**config.mk**
```make
export PLATFORM = sky130hd
export DESIGN_NAME = digit_blink_ctrl
export DESIGN_NICKNAME = d
export VERILOG_FILES = /design/src/rtl/blink_pkg.sv /design/src/rtl/blink_prescaler.sv /design/src/rtl/digit_blink_ctrl.sv
export SDC_FILE = /design/constraint.sdc
export NUM_CORES = 1
export LEC_CHECK = 0
export BUFFER_PORTS_ARGS = -buffer_cell sky130_fd_sc_hd__buf_2
export CAP_MARGIN = 10
export CELL_PAD_IN_SITES_DETAIL_PLACEMENT = 1
export CELL_PAD_IN_SITES_GLOBAL_PLACEMENT = 1
export CORE_MARGIN = 5
export CORE_UTILIZATION = 48
export CTS_CLUSTER_SIZE = 10
export DETAILED_ROUTE_END_ITERATION = 10
export PLACE_DENSITY_LB_ADDON = 0.25
export SLEW_MARGIN = 0
export SYNTH_ARGS = -nofsm -noshare
export SYNTH_HDL_FRONTEND = slang
export SYNTH_SLANG_ARGS = --single-unit
```
**constraint.sdc**
```tcl
create_clock -name clk -period 4.6 [get_ports clk]
set_input_delay 0.23 -clock clk [delete_from_list [all_inputs] [get_ports clk]]
set_output_delay 0.23 -clock clk [all_outputs]
set_load 0.02 [all_outputs]
```
**src/rtl/blink_pkg.sv**
```systemverilog
// Shared types and helpers for the anode blink controller.
package blink_pkg;

    typedef enum logic [1:0] {
        IDLE  = 2'd0,
        CONT  = 2'd1,
        BURST = 2'd2
    } blink_state_e;

    localparam int MAX_DIGITS = 32;

    // Blank anode vector for a display of n digits at the given polarity.
    function automatic logic [MAX_DIGITS-1:0] inactive_level(input logic active_low, input int n);
        logic [MAX_DIGITS-1:0] v;
        v = '0;
        for (int i = 0; i < MAX_DIGITS; i++) begin
            if (i < n) v[i] = active_low;
        end
        return v;
    endfunction

endpackage

```
**src/rtl/blink_prescaler.sv**
```systemverilog
// Half-period prescaler: counts while run is high, ticks at the end of each blink phase.
// Latency: tick is combinational from cnt and half_period. Backpressure: none.
// A shortened half_period ends the current phase immediately thanks to the >= compare.
module blink_prescaler #(
    parameter int PRESCALE_W = 24
) (
    input  logic                  clk,
    input  logic                  rst_n,
    input  logic                  run,
    input  logic [PRESCALE_W-1:0] half_period,
    output logic                  tick
);

    logic [PRESCALE_W-1:0] cnt;
    logic [PRESCALE_W-1:0] last_cnt;

    always_comb begin
        last_cnt = (half_period == '0) ? '0 : half_period - PRESCALE_W'(1);
    end

    assign tick = run && (cnt >= last_cnt);

    always_ff @(posedge clk or negedge rst_n) begin
        if (!rst_n) begin
            cnt <= '0;
        end else if (!run || tick) begin
            cnt <= '0;
        end else begin
            cnt <= cnt + PRESCALE_W'(1);
        end
    end

endmodule

```
**src/rtl/digit_blink_ctrl.sv**
```systemverilog
// Anode blink controller: blanks masked digits in continuous or counted-burst mode.
// Latency: anode_out is anode_in registered, 1 cycle. Backpressure: none, inputs sampled every cycle.
// start is a single-cycle pulse; done pulses one cycle when a burst completes.
module digit_blink_ctrl
    import blink_pkg::*;
#(
    parameter int NUM_DIGITS = 4,
    parameter int PRESCALE_W = 24,
    parameter int BURST_W    = 4,
    parameter bit ACTIVE_LOW = 1'b1
) (
    input  logic                  clk,
    input  logic                  rst_n,
    input  logic [NUM_DIGITS-1:0] anode_in,
    input  logic                  blink_en,
    input  logic [NUM_DIGITS-1:0] blink_mask,
    input  logic [PRESCALE_W-1:0] half_period,
    input  logic                  burst_mode,
    input  logic [BURST_W-1:0]    burst_count,
    input  logic                  start,
    output logic [NUM_DIGITS-1:0] anode_out,
    output logic                  phase,
    output logic                  busy,
    output logic                  done
);

    localparam logic [MAX_DIGITS-1:0] BLANK_ALL = inactive_level(ACTIVE_LOW, NUM_DIGITS);
    localparam logic [NUM_DIGITS-1:0] BLANK     = BLANK_ALL[NUM_DIGITS-1:0];

    blink_state_e         state, state_nxt;
    logic                 phase_nxt, done_nxt;
    logic [BURST_W-1:0]   pairs, pairs_nxt;
    logic [BURST_W-1:0]   burst_lat, burst_lat_nxt;
    logic                 run, tick, burst_last;

    assign run = (state != IDLE);

    blink_prescaler #(.PRESCALE_W(PRESCALE_W)) u_prescaler (
        .clk         (clk),
        .rst_n       (rst_n),
        .run         (run),
        .half_period (half_period),
        .tick        (tick)
    );

    // The final visible phase of the latched pair count ends the burst.
    assign burst_last = tick && phase && (pairs == burst_lat - BURST_W'(1));

    always_ff @(posedge clk or negedge rst_n) begin
        if (!rst_n) begin
            state     <= IDLE;
            busy      <= 1'b0;
            phase     <= 1'b1;
            done      <= 1'b0;
            pairs     <= '0;
            burst_lat <= '0;
            anode_out <= BLANK;
        end else begin
            state     <= state_nxt;
            busy      <= (state_nxt != IDLE);
            phase     <= phase_nxt;
            done      <= done_nxt;
            pairs     <= pairs_nxt;
            burst_lat <= burst_lat_nxt;
            anode_out <= (run && !phase) ? ((anode_in & ~blink_mask) | (BLANK & blink_mask))
                                         : anode_in;
        end
    end

    always_comb begin
        state_nxt = state;
        case (state)
            IDLE: begin
                if (start && burst_mode) begin
                    if (burst_count != '0) state_nxt = BURST;
                end else if (blink_en && !burst_mode) begin
                    state_nxt = CONT;
                end
            end
            CONT:    if (!blink_en || burst_mode) state_nxt = IDLE;
            BURST:   if (burst_last) state_nxt = IDLE;
            default: state_nxt = IDLE;
        endcase
    end

    always_comb begin
        phase_nxt     = phase;
        pairs_nxt     = pairs;
        burst_lat_nxt = burst_lat;
        done_nxt      = ((state == IDLE) && start && burst_mode && (burst_count == '0)) ||
                        ((state == BURST) && burst_last);
        if (state_nxt == IDLE) begin
            phase_nxt = 1'b1;
            pairs_nxt = '0;
        end else if (state == IDLE) begin
            // Blank phase first so an edit is visible immediately.
            phase_nxt     = 1'b0;
            pairs_nxt     = '0;
            burst_lat_nxt = burst_count;
        end else if (tick) begin
            phase_nxt = !phase;
            if ((state == BURST) && phase) pairs_nxt = pairs + BURST_W'(1);
        end
    end

endmodule
```
==> flow_metrics.tcl <==
set metrics [dict create \
    largest_net_degree_at_the_start_of_global_routing 42 \
    floorplan.rows 30 \
    final_hold_violation_count 0 \
    antenna_diode_count 0 \
    number_of_buffers_created_by_cts 5 \
    ys_warn_count 0 \
    critical_path.endpoint_type "flop" \
    dpl_cell_area_um2 3608 \
    fin_nets 458 \
    die_height_um 92.88 \
    timing_max_transition_violations_final 0 \
    totalNegativeSetupSlack_ns 0 \
    vias 2635 \
    drt_drc_violations_left 0 \
    area_growth_syn_to_layout_pct 12.07 \
    n_fill_cell 789 \
    timing.critical_path.max_delay_family "simple AND/OR/NAND/NOR gates" \
    worst_path_largest_cell_delay_ns 0.56 \
    intPower_uw 662.5 \
    drtPass1Iterations 4 \
    dr.first_iter.drc_count 90 \
    grt_most_used_layer "met2" \
    post_synth_mux_area_share_pct 1.366 \
    die_x_um 92.88 \
    fmax_mhz 257.4 \
    layoutNonFillerInstCount 469 \
    cts_hold_buf 0 \
    cts_repair_resize_count 0 \
    grt.met3_usage_pct 3.331 \
    dp_cells 461 \
    relSlewSlack_pct 39.71 \
    commonest_register_cell_after_synthesis "dfrtp_1" \
    antenna_found_initial 0 \
    layout-drive-gt1-share_pct 27.25 \
    clk_path_buf_depth 2 \
    critPathArrivalTime_ns 4.12 \
    synth.cell_area_um2 3297 \
    clk-insertion-delay-late_ns 0.30 \
    vdd_ir_drop_max_mv 0.2023 \
    clock-root-buffer "clkbuf_8" \
    cts_setup_buffers 0 \
    combinationalPowerShare_pct 33.3 \
    globalRouteMet2Util_pct 32.99 \
    routabilityCongestion 0.8311 \
    tightest_slew_ns 0.9043 \
    final_design_area_no_fill_um2 3695 \
    leakagePower_nw 1.735 \
    min_period_over_period_pct 84.44 \
    cts.reportedPaths.clkPinSlew_ns 0.09 \
    post_synth_xor_area_fraction_pct 12.22 \
    grtUsageTotal_pct 18.41 \
    critical_path_launch_point_type "input pin" \
    worst-path-buf-inv 2 \
    cap_violations 0 \
    timing.critical_path.required_ns 4.83 \
    dp.final_hpwl_mm 6.009 \
    initial_utilization_pct 48.80 \
    synth_fp_nets 405 \
    yosys.area_share.simple_pct 28.65 \
    routed_wl_mm 7.394 \
    synth_seq_area_share_pct 31.31 \
    grt_setup_unrepaired "false" \
    p_seq_share_pct 44.6 \
    switching_power_total_uw 394.1 \
    combinational_family_with_the_most_area_after_synthesis "simple AND/OR/NAND/NOR gates" \
    critPathMaxFanout 12 \
    congestion_overflow_gr 0 \
    timing.critical_path.cells "buf_2 -> or4_4 -> nor4b_4 -> nand3_4 -> nor4_4 -> xor2_1 -> nand2_1 -> ha_1 -> and2_1 -> a221o_1 -> a221oi_2 -> o21ai_2 -> or3_2 -> buf_4 -> nor2_1" \
    dpl_worst_slack_ns 0.4473 \
    groute.layer.met1.usage_pct 22.72 \
    depth_of_the_critical_timing_path_with_buffers_and_inverters_included 15 \
    h-tree-depth 2 \
    syn_avg_cell_area_um2 9.842 \
    synthAdderAreaFrac_pct 11.01 \
    fp.dieArea_um2 8626 \
    synth_enable_flop_cells 0 \
    worst_slack_ns 0.7156 \
    vias_per_cell 5.618 \
    placement.io_buffers 47 \
    power-per-cell-area_nw_per_um2 286.0 \
    power.share.switching_pct 37.30 \
    antenna_violating_nets_post_route 0 \
    ff2ff_path_depth 8 \
    route.detailed.wl_per_inst_um 15.77 \
    ys_async_sr_fraction_pct 100.0 \
    hold_crit_path_type "input pin to asynchronous set/reset pin" \
    timing.critical_path.slowest_stage_cell "or4_4" \
    number_of_global_route_vias_before_repair 2825 \
    cts_tree "done" \
    synth_cell_type_count 59 \
    fin_skew_ns 0.01085 \
    clkPwrFrac_pct 22.0 \
    yosys_register_bits 41 \
    floorplan.io_pins 48 \
    run_status "completed" \
    wire_length_of_the_first_global_routing_pass_mm 13.05 \
    synth-compound-area-share_pct 12.41 \
    synthCells 335 \
    crit_type "input pin to flop" \
    floorplan.core_area_um2 6756 \
    setup_viol_count_final 0 \
    final_period_minus_worst_setup_slack_ns 3.884 \
    clkSinkCount 41 \
]
## final timing paths
| path | from | end | slack (ns) |
|---|---|---|---|
| max | half_period[7] | u_prescaler.cnt[23] | 0.72 |
| min | rst_n | u_prescaler.cnt[8] | 0.06 |
| max reg2reg | u_prescaler.cnt[19] | u_prescaler.cnt[23] | 1.98 |
| min reg2reg | burst_lat[3] | burst_lat[3] | 0.52 |
| max in group asynchronous | rst_n | pairs[2] | 3.97 |
| min in group clk | anode_in[2] | anode_out[2] | 0.11 |
## flip-flops by register name, indices dropped and copies added, names as in the netlist
register / count
state: 2
u_prescaler.cnt: 24
pairs: 4
done: 1
busy: 1
burst_lat: 4
anode_out: 4
phase: 1
## layer usage
metal / share of wire, % / wire [µm]
met1: 44 / 3247
met2: 52 / 3827
met3: 3.3 / 243
met4: 1.0 / 76
met5: 0 / 0
## synth_stat cells (6+ instances only)
cell type	number	share of area, %
nand4_1	7	1.3
ha_1	29	11
and4_1	6	1.6
xnor2_1	15	4.0
nor2_4	18	6.1
dfrtp_1	36	27
xor2_1	31	8.2
inv_1	8	0.91
nand3_1	9	1.4
nand2_1	44	5.0
nor2_1	26	3.0
a21oi_1	8	1.2
## layout by cell type (no fill, tap or decap), types with 3 or more instances in the layout
cell | Yosys | routed
o21a_1 | 3 | 3
dfstp_2 | 5 | 5
buf_2 | 3 | 47
buf_4 | 0 | 6
nand3_1 | 9 | 9
nor3_2 | 4 | 4
nand4_1 | 7 | 7
mux2_1 | 4 | 4
nor2_1 | 26 | 26
nand2b_1 | 4 | 4
clkbuf_8 | 0 | 5
and2_1 | 3 | 3
inv_1 | 8 | 8
xnor2_1 | 15 | 15
a21o_1 | 5 | 5
a21oi_1 | 8 | 8
and4_1 | 6 | 6
dfrtp_1 | 36 | 36
and3_1 | 3 | 3
nand2_1 | 44 | 44
ha_1 | 29 | 29
o211ai_1 | 4 | 4
nor4_1 | 3 | 3
o2bb2ai_1 | 3 | 3
xor2_1 | 31 | 31
nor3_1 | 4 | 4
o21ai_0 | 4 | 4
nor2_4 | 18 | 18
## power groups by stage
stage	combinational, mW	sequential, mW	clock (mW)
finish	0.352	0.472	0.233
global route	0.398	0.481	0.262
global placement	0.341	0.475	0
CTS	0.359	0.472	0.246
floorplan	0.265	0.476	0
detailed placement	0.357	0.479	0
## cell type report
class / instances / area, µm² / share of cell area [%]
Clock buffer: 5 / 68.82 / 1.863
Clock inverter: 3 / 17.52 / 0.4741
Inverter: 8 / 30.03 / 0.8127
Multi-Input combinational cell: 279 / 2166 / 58.62
Sequential cell: 41 / 1032 / 27.94
Tap cell: 80 / 100.1 / 2.709
Timing Repair Buffer: 53 / 280.3 / 7.586
## worst reg2reg max path, stage by stage (launching register included)
cell and delay, ns:
dfrtp_1 0.43, ha_1 0.33, and2_1 0.18, a221o_1 0.31
a221oi_2 0.26, o21ai_2 0.18, or3_2 0.47, buf_4 0.26
nor2_1 0.14
## through the flow
stage	utilization, %	total power [mW]	hold WS, ns
after floorplan	-	0.7411	-0.06559
after detailed placement	53.41	0.8362	0.4171
after global routing	54.69	1.141	0.1027
after CTS	54.69	1.077	0.09334
final	54.69	1.057	0.06087
after global placement	53.41	0.8164	0.4085
## cells by family (layout without fill, tap and decap cells)
group / after synthesis / after routing
AO/OA/AOI/OAI: 49 / 49
XOR/XNOR: 46 / 46
adder cells (fa/ha/maj): 29 / 29
buffers and inverters: 15 / 69
flip-flops: 41 / 41
multiplexers: 4 / 4
AND/OR/NAND/NOR: 151 / 151
Power figures use the tool's default switching activity.
